### config.mk
export PLATFORM = sky130hd
export DESIGN_NAME = deserializer_stream
export DESIGN_NICKNAME = d
export VERILOG_FILES = /design/src/rtl/deserializer_stream.sv
export SDC_FILE = /design/constraint.sdc
export NUM_CORES = 1
export LEC_CHECK = 0
export BUFFER_PORTS_ARGS = -buffer_cell sky130_fd_sc_hd__buf_2
export CORE_ASPECT_RATIO = 1.25
export CORE_MARGIN = 5
export CORE_UTILIZATION = 40
export CTS_CLUSTER_DIAMETER = 80
export DETAILED_ROUTE_END_ITERATION = 12
export HOLD_SLACK_MARGIN = 0.15
export PLACE_DENSITY_LB_ADDON = 0.1
export SKIP_CTS_REPAIR_TIMING = 1
export SYNTH_ARGS = -nofsm -noshare
export SYNTH_HDL_FRONTEND = slang
export SYNTH_SLANG_ARGS = --single-unit
### constraint.sdc
create_clock -name i_clk -period 3.3 [get_ports i_clk]
set_input_delay 0.495 -clock i_clk [delete_from_list [all_inputs] [get_ports i_clk]]
set_output_delay 0.495 -clock i_clk [all_outputs]
set_load 0.02 [all_outputs]
### src/rtl/deserializer_stream.sv
// Serial-to-parallel converter: collects LANES-bit beats into WORD_W-bit words
// and buffers completed words in a small output FIFO so the consumer may stall.
module deserializer_stream #(
  parameter int WORD_W    = 24,
  parameter int LANES     = 1,
  parameter int MSB_FIRST = 0,
  parameter int OUT_DEPTH = 2
) (
  input  logic                           i_clk,
  input  logic                           i_rst,
  input  logic                           i_en,
  input  logic [LANES-1:0]               iv_din,
  input  logic                           i_din_valid,
  output logic                           o_din_ready,
  output logic [WORD_W-1:0]              ov_dout,
  output logic                           o_dout_valid,
  input  logic                           i_dout_ready,
  output logic [$clog2(OUT_DEPTH+1)-1:0] ov_fill,
  output logic                           o_busy
);

  localparam int BEATS  = WORD_W / LANES;
  localparam int CNT_W  = (BEATS > 1) ? $clog2(BEATS) : 1;
  localparam int PTR_W  = $clog2(OUT_DEPTH);
  localparam int FILL_W = $clog2(OUT_DEPTH + 1);

  typedef enum logic {
    IDLE,
    COLLECT
  } state_t;

  state_t             state_q;
  state_t             state_d;
  logic [CNT_W-1:0]   beat_cnt;
  logic [WORD_W-1:0]  shreg;
  logic [WORD_W-1:0]  word_next;
  logic [WORD_W-1:0]  mem [OUT_DEPTH];
  logic [PTR_W-1:0]   wr_ptr;
  logic [PTR_W-1:0]   rd_ptr;
  logic [FILL_W-1:0]  fill;
  logic               in_xfer;
  logic               out_xfer;
  logic               last_beat;
  logic               push;

  assign o_din_ready  = i_en & (fill < FILL_W'(OUT_DEPTH));
  assign o_dout_valid = (fill != '0);
  assign in_xfer      = i_en & i_din_valid & o_din_ready;
  assign out_xfer     = i_en & o_dout_valid & i_dout_ready;
  assign last_beat    = (beat_cnt == CNT_W'(BEATS - 1));
  assign push         = in_xfer & last_beat;
  assign o_busy       = (beat_cnt != '0);
  assign ov_fill      = fill;
  assign ov_dout      = o_dout_valid ? mem[rd_ptr] : '0;

  // The shifted word including the current beat; on the last beat this is the word pushed.
  always_comb begin
    word_next = '0;
    if (MSB_FIRST != 0) begin
      word_next = (shreg << LANES) | WORD_W'(iv_din);
    end else begin
      word_next = (shreg >> LANES) | (WORD_W'(iv_din) << (WORD_W - LANES));
    end
  end

  always_ff @(posedge i_clk) begin
    if (i_rst) begin
      state_q <= IDLE;
    end else if (i_en) begin
      state_q <= state_d;
    end
  end

  always_comb begin
    state_d = state_q;
    case (state_q)
      IDLE: begin
        if (in_xfer && (BEATS > 1)) begin
          state_d = COLLECT;
        end
      end
      COLLECT: begin
        if (push) begin
          state_d = IDLE;
        end
      end
      default: state_d = IDLE;
    endcase
  end

  always_ff @(posedge i_clk) begin
    if (i_rst) begin
      beat_cnt <= '0;
      shreg    <= '0;
    end else if (in_xfer) begin
      shreg    <= word_next;
      beat_cnt <= last_beat ? '0 : beat_cnt + CNT_W'(1);
    end
  end

  // Storage is not reset; the head is masked to zero whenever the FIFO is empty.
  always_ff @(posedge i_clk) begin
    if (!i_rst && push) begin
      mem[wr_ptr] <= word_next;
    end
  end

  always_ff @(posedge i_clk) begin
    if (i_rst) begin
      wr_ptr <= '0;
      rd_ptr <= '0;
      fill   <= '0;
    end else begin
      if (push) begin
        wr_ptr <= wr_ptr + PTR_W'(1);
      end
      if (out_xfer) begin
        rd_ptr <= rd_ptr + PTR_W'(1);
      end
      if (push && !out_xfer) begin
        fill <= fill + FILL_W'(1);
      end else if (out_xfer && !push) begin
        fill <= fill - FILL_W'(1);
      end
    end
  end

endmodule

; Word level (Yosys, flattened, before mapping)
; Memory sizes are Yosys's and may differ from the RTL's. A register that Yosys moved wholly into a read port is not among the register bits.
; Cells that the tools add are included.
[word_totals]
latch_bits = 0
inputBits = 6
output_inout_bits = 29
romBits = 0
mem_count = 1
reg_bits = 33
ramBits = 48
[op_classes]
mux = 8
magnitude_cmp = 1
n_shift = 0
n_eq_ne = 1
add_sub_neg = 5
n_reduce_logical = 9
div_mod_pow = 0
bitwise_logic = 7
n_mul = 0
[memory_table]
columns = memory, depth, word_bits, rd, rd_ports_with_merged_regs, wr, line_no
row1 = mem, 2, 24, 1, 1, 1, 37  ; logic [WORD_W-1:0] mem [OUT_DEPTH];
[ops]
columns = cell, count
row1 = $mux 24, 1
row2 = $or 23x24->24, 1
row3 = $and 1x1->1, 6
row4 = $add 5x1->5 const B, 1
row5 = $eq 5x5->1 const B, 1
row6 = $mux 5, 1
row7 = $reduce_bool 5->1, 1
row8 = $mux 1, 4
row9 = $mux 2, 2
row10 = $reduce_bool 2->1, 2
row11 = $logic_and 1x1->1, 3
row12 = $logic_not 1->1, 3
row13 = $add 1x1->1 const B, 2
row14 = $add 2x1->2 const B, 1
row15 = $lt 2x2->1 const B, 1
row16 = $sub 2x1->2 const B, 1

; Logic depth before layout (Yosys ltp)
[logic_depth]
ltp_word = 8
ltp_mapped = 8
mapped_depth_nobuf = 8

; Least setup slack after synthesis
; Ideal clock, no wire load.
[synth_path]
path_kind = input to register
start = input port i_en
end = memory mem[1][0], enable pin
path_slack_ns = 0.159
required_ns = 2.860
setup_time_ns = 0.440
t_arrival_ns = 2.700
cell_stages = 4
cell_sequence = and3b_1 buf_6 nand3_4 nor3b_1
[synth_via]
elab_chain_len = 6
word_cells_on_any_way = 7
[synth_rtl]
columns = item, line_no
row1 = from (decl), 11  ; input logic i_en,
row2 = $and 1x1->1 (on tied branches), "48, 46"
row3 = $and 1x1->1 (*), 48  ; assign in_xfer = i_en & i_din_valid & o_din_ready;
row4 = $and 1x1->1 (*), 51  ; assign push = in_xfer & last_beat;
row5 = $logic_and 1x1->1 (*), 103  ; if (!i_rst && push) begin
row6 = $mux 1 (*), 103
row7 = $mux 1 (not written as such) (*), 104  ; mem[wr_ptr] <= word_next;
row8 = to (decl), 37
; Mark *: on every way between the ends. The rest lies on a longest branch, timed or not.

==> results.toml <==
[status]
status = "finished clean"

[worst_setup_path]
critPathCaptureType = "primary output"
cp_data_required_time_ns = 2.80
timing.setup.critical_path_class = "reg2out"
start_kind = "flop"
crit_fanout = 24
timing.critical_path.arrival_ns = 1.54

[logic_synthesis]
yosysTopAreaCellShare_pct = 46.0
synth-warning-count = 0
netlist_area_before_placement_sq_um = 3130
mappedNetlistNets = 270
avgSynthCellArea_sq_um = 12.0
ys_dominant_reg_cell = "edfxtp_1"
most_area_hungry_cell_type_in_the_yosys_netlist = "edfxtp_1"
synth_area_leaders = "edfxtp_1 46%, dfxtp_1 21%, mux2i_1 8.3%, nand2_1 5.9%, a21oi_1 4.3%"
synth_seq_area_share_pct = 67.1
synth.ff_latch_count = 81
synth_edf_count = 48
async_flop_share_pct = 0
synthCells = 261
number_of_distinct_library_cell_variants_in_the_gate_level_netlist_after_synthesis = 29

[sta]
final_cycle_utilization_of_the_critical_path_pct = 61.8
worst_slew_pin_slew_ns = 0.675
unrepaired_setup_endpoints_after_global_routing = "no"
hold_slack_ns = 0.385
fmax_mhz = 490
totalNegativeSetupSlack_ns = 0
slew_headroom_pct = 55.0
worst_clock_skew_ns = 0.00653
finalSetupViolations = 0
final_hold_viol_count = 0
layout_min_cycle_time_ns = 2.04
fin_ws_ns = 1.26
slew_violations = 0

[drt]
route.detailed.drc = 0
route.vias.total = 1919
iteration_0_drc_count_of_the_detailed_router = 97
post_drt_via_cell_ratio = 4.81
post_drt_wl_per_cell_um = 13.1
totalWireLength_um = 5210
ant_nets = 0
number_of_optimization_iterations_in_the_first_detailed_route_pass = 4

[global_routing]
grt_pass1_wl_um = 9120
total_overflow_reported_by_the_global_router = 0
grt_max_degree = 39
grt_antenna_before_repair = 0
grt_use_total_pct = 12.4
first_global_vias = 1868

[clocking]
number_of_buffers_created_by_cts = 9
clk-insertion-delay-late_ns = 0.33
cts.path.max_buffers = 2
cts-htree-levels = 3
clock_sinks = 81
clock_transition_at_the_registers_of_the_reported_paths_ns = 0.08
root_buffer = "clkbuf_8"
tritoncts_clock_tree = "built"

[final_layout]
layout-drive-gt1-share_pct = 20.4
layout-area-overhead-vs-synth_pct = 14.9
n_antenna_cell = 0
final_cell_mix = "49 x nand2_1, 48 x edfxtp_1, 34 x buf_2"
fin_nets = 308
final_common_cell = "nand2_1"

[hold_path]
worstHoldPathType = "in2reg"

[floorplanning]
pin_count = 35
floorplan.initialDensity_pct = 40.6
number_of_standard_cell_rows_in_the_floorplan = 36
die_height_um = 109
dieArea_sq_um = 9710
die-width_um = 89.1
core_area_sq_um = 7700

[power]
worst_ir_drop_vdd_mv = 0.218
p_leak_nw = 1.30
cellPowerDensity_nw_per_um2 = 492

[placement]
numPortBuffers = 34
hpwlAfterDp_um = 3270
post-place-ws_ns = 1.16
gp_congestion = 0.727

[flow_run]
max-cap-violations = 0
[cell usage after synthesis (3+ instances only)]
cell type,instances
dfxtp_1,33
buf_2,5
clkbuf_1,6
inv_1,5
mux2i_1,26
edfxtp_1,48
ha_1,3
nor2_1,30
or3_1,4
nand2_1,49
xor2_1,3
a21oi_1,27
[sequential cells by signal, summed over array words and instances, names as in the netlist, named ones only]
name	cells
beat_cnt	5
ov_fill	2
rd_ptr	1
mem	48
wr_ptr	1
shreg	23
[critical path: stages (launching register included)]
cell and delay [ns]:
dfxtp_1 0.31, buf_4 0.36, mux2i_1 0.27, nor2_1 0.07, buf_2 0.17
[per-stage QoR]
stage	cell area [sq um]	cells	util, %	total power, mW
2_1_floorplan	3130	261	-	1.11
3_3_place_gp	3410	383	44.3	1.12
3_5_place_dp	3410	383	44.3	1.12
4_1_cts	3600	399	46.7	1.79
5_1_grt	3600	399	46.7	1.85
6_report	3600	399	46.7	1.77
[cell type report]
type                            instances  area, sq um
Fill cell                             742         4110
Tap cell                               95          119
Sequential cell                        81         2100
Multi-Input combinational cell        160          945
Clock inverter                          6         58.8
Clock buffer                           10          128
Timing Repair Buffer                   41          223
Inverter                                6         22.5
[where the power goes]
part	total (mW)	switching, mW	internal (mW)	leakage [nW]
Sequential	1.06	0.00223	1.06	0.707
Clock	0.673	0.329	0.344	0.0897
Combinational	0.0351	0.0259	0.00917	0.505
[final timing paths]
check             start    endpoint  slack [ns]  cells after the start
max                flop  ov_dout[0]        1.26                      4
min reg2reg    shreg[1]   mem[0][0]        0.46                      0
min              iv_din  mem[0][23]        0.38                      1
max reg2reg  ov_fill[1]  ov_fill[1]        1.35                      7
[metal layers]
metal  up-vias  part of all wire, %  GRT usage (%)
li1        975                    -              -
met1       901                   41           15.2
met2        33                   53           20.4
met3        10                  4.2           2.57
met4         0                  2.0           6.38
met5         -                    0              0
[logic make-up (layout without fill, tap and decap cells)]
family          after synthesis  count (layout)  synth area share (%)
buf+inv                      20              63                  3.08
fa+ha+maj                     3               3                  1.20
xor+xnor                      3               3                 0.839
simple gates                 96              96                  13.8
flops                        81              81                  67.1
mux                          27              27                  8.79
compound gates               31              31                  5.16
Power figures use the tool's default switching activity.
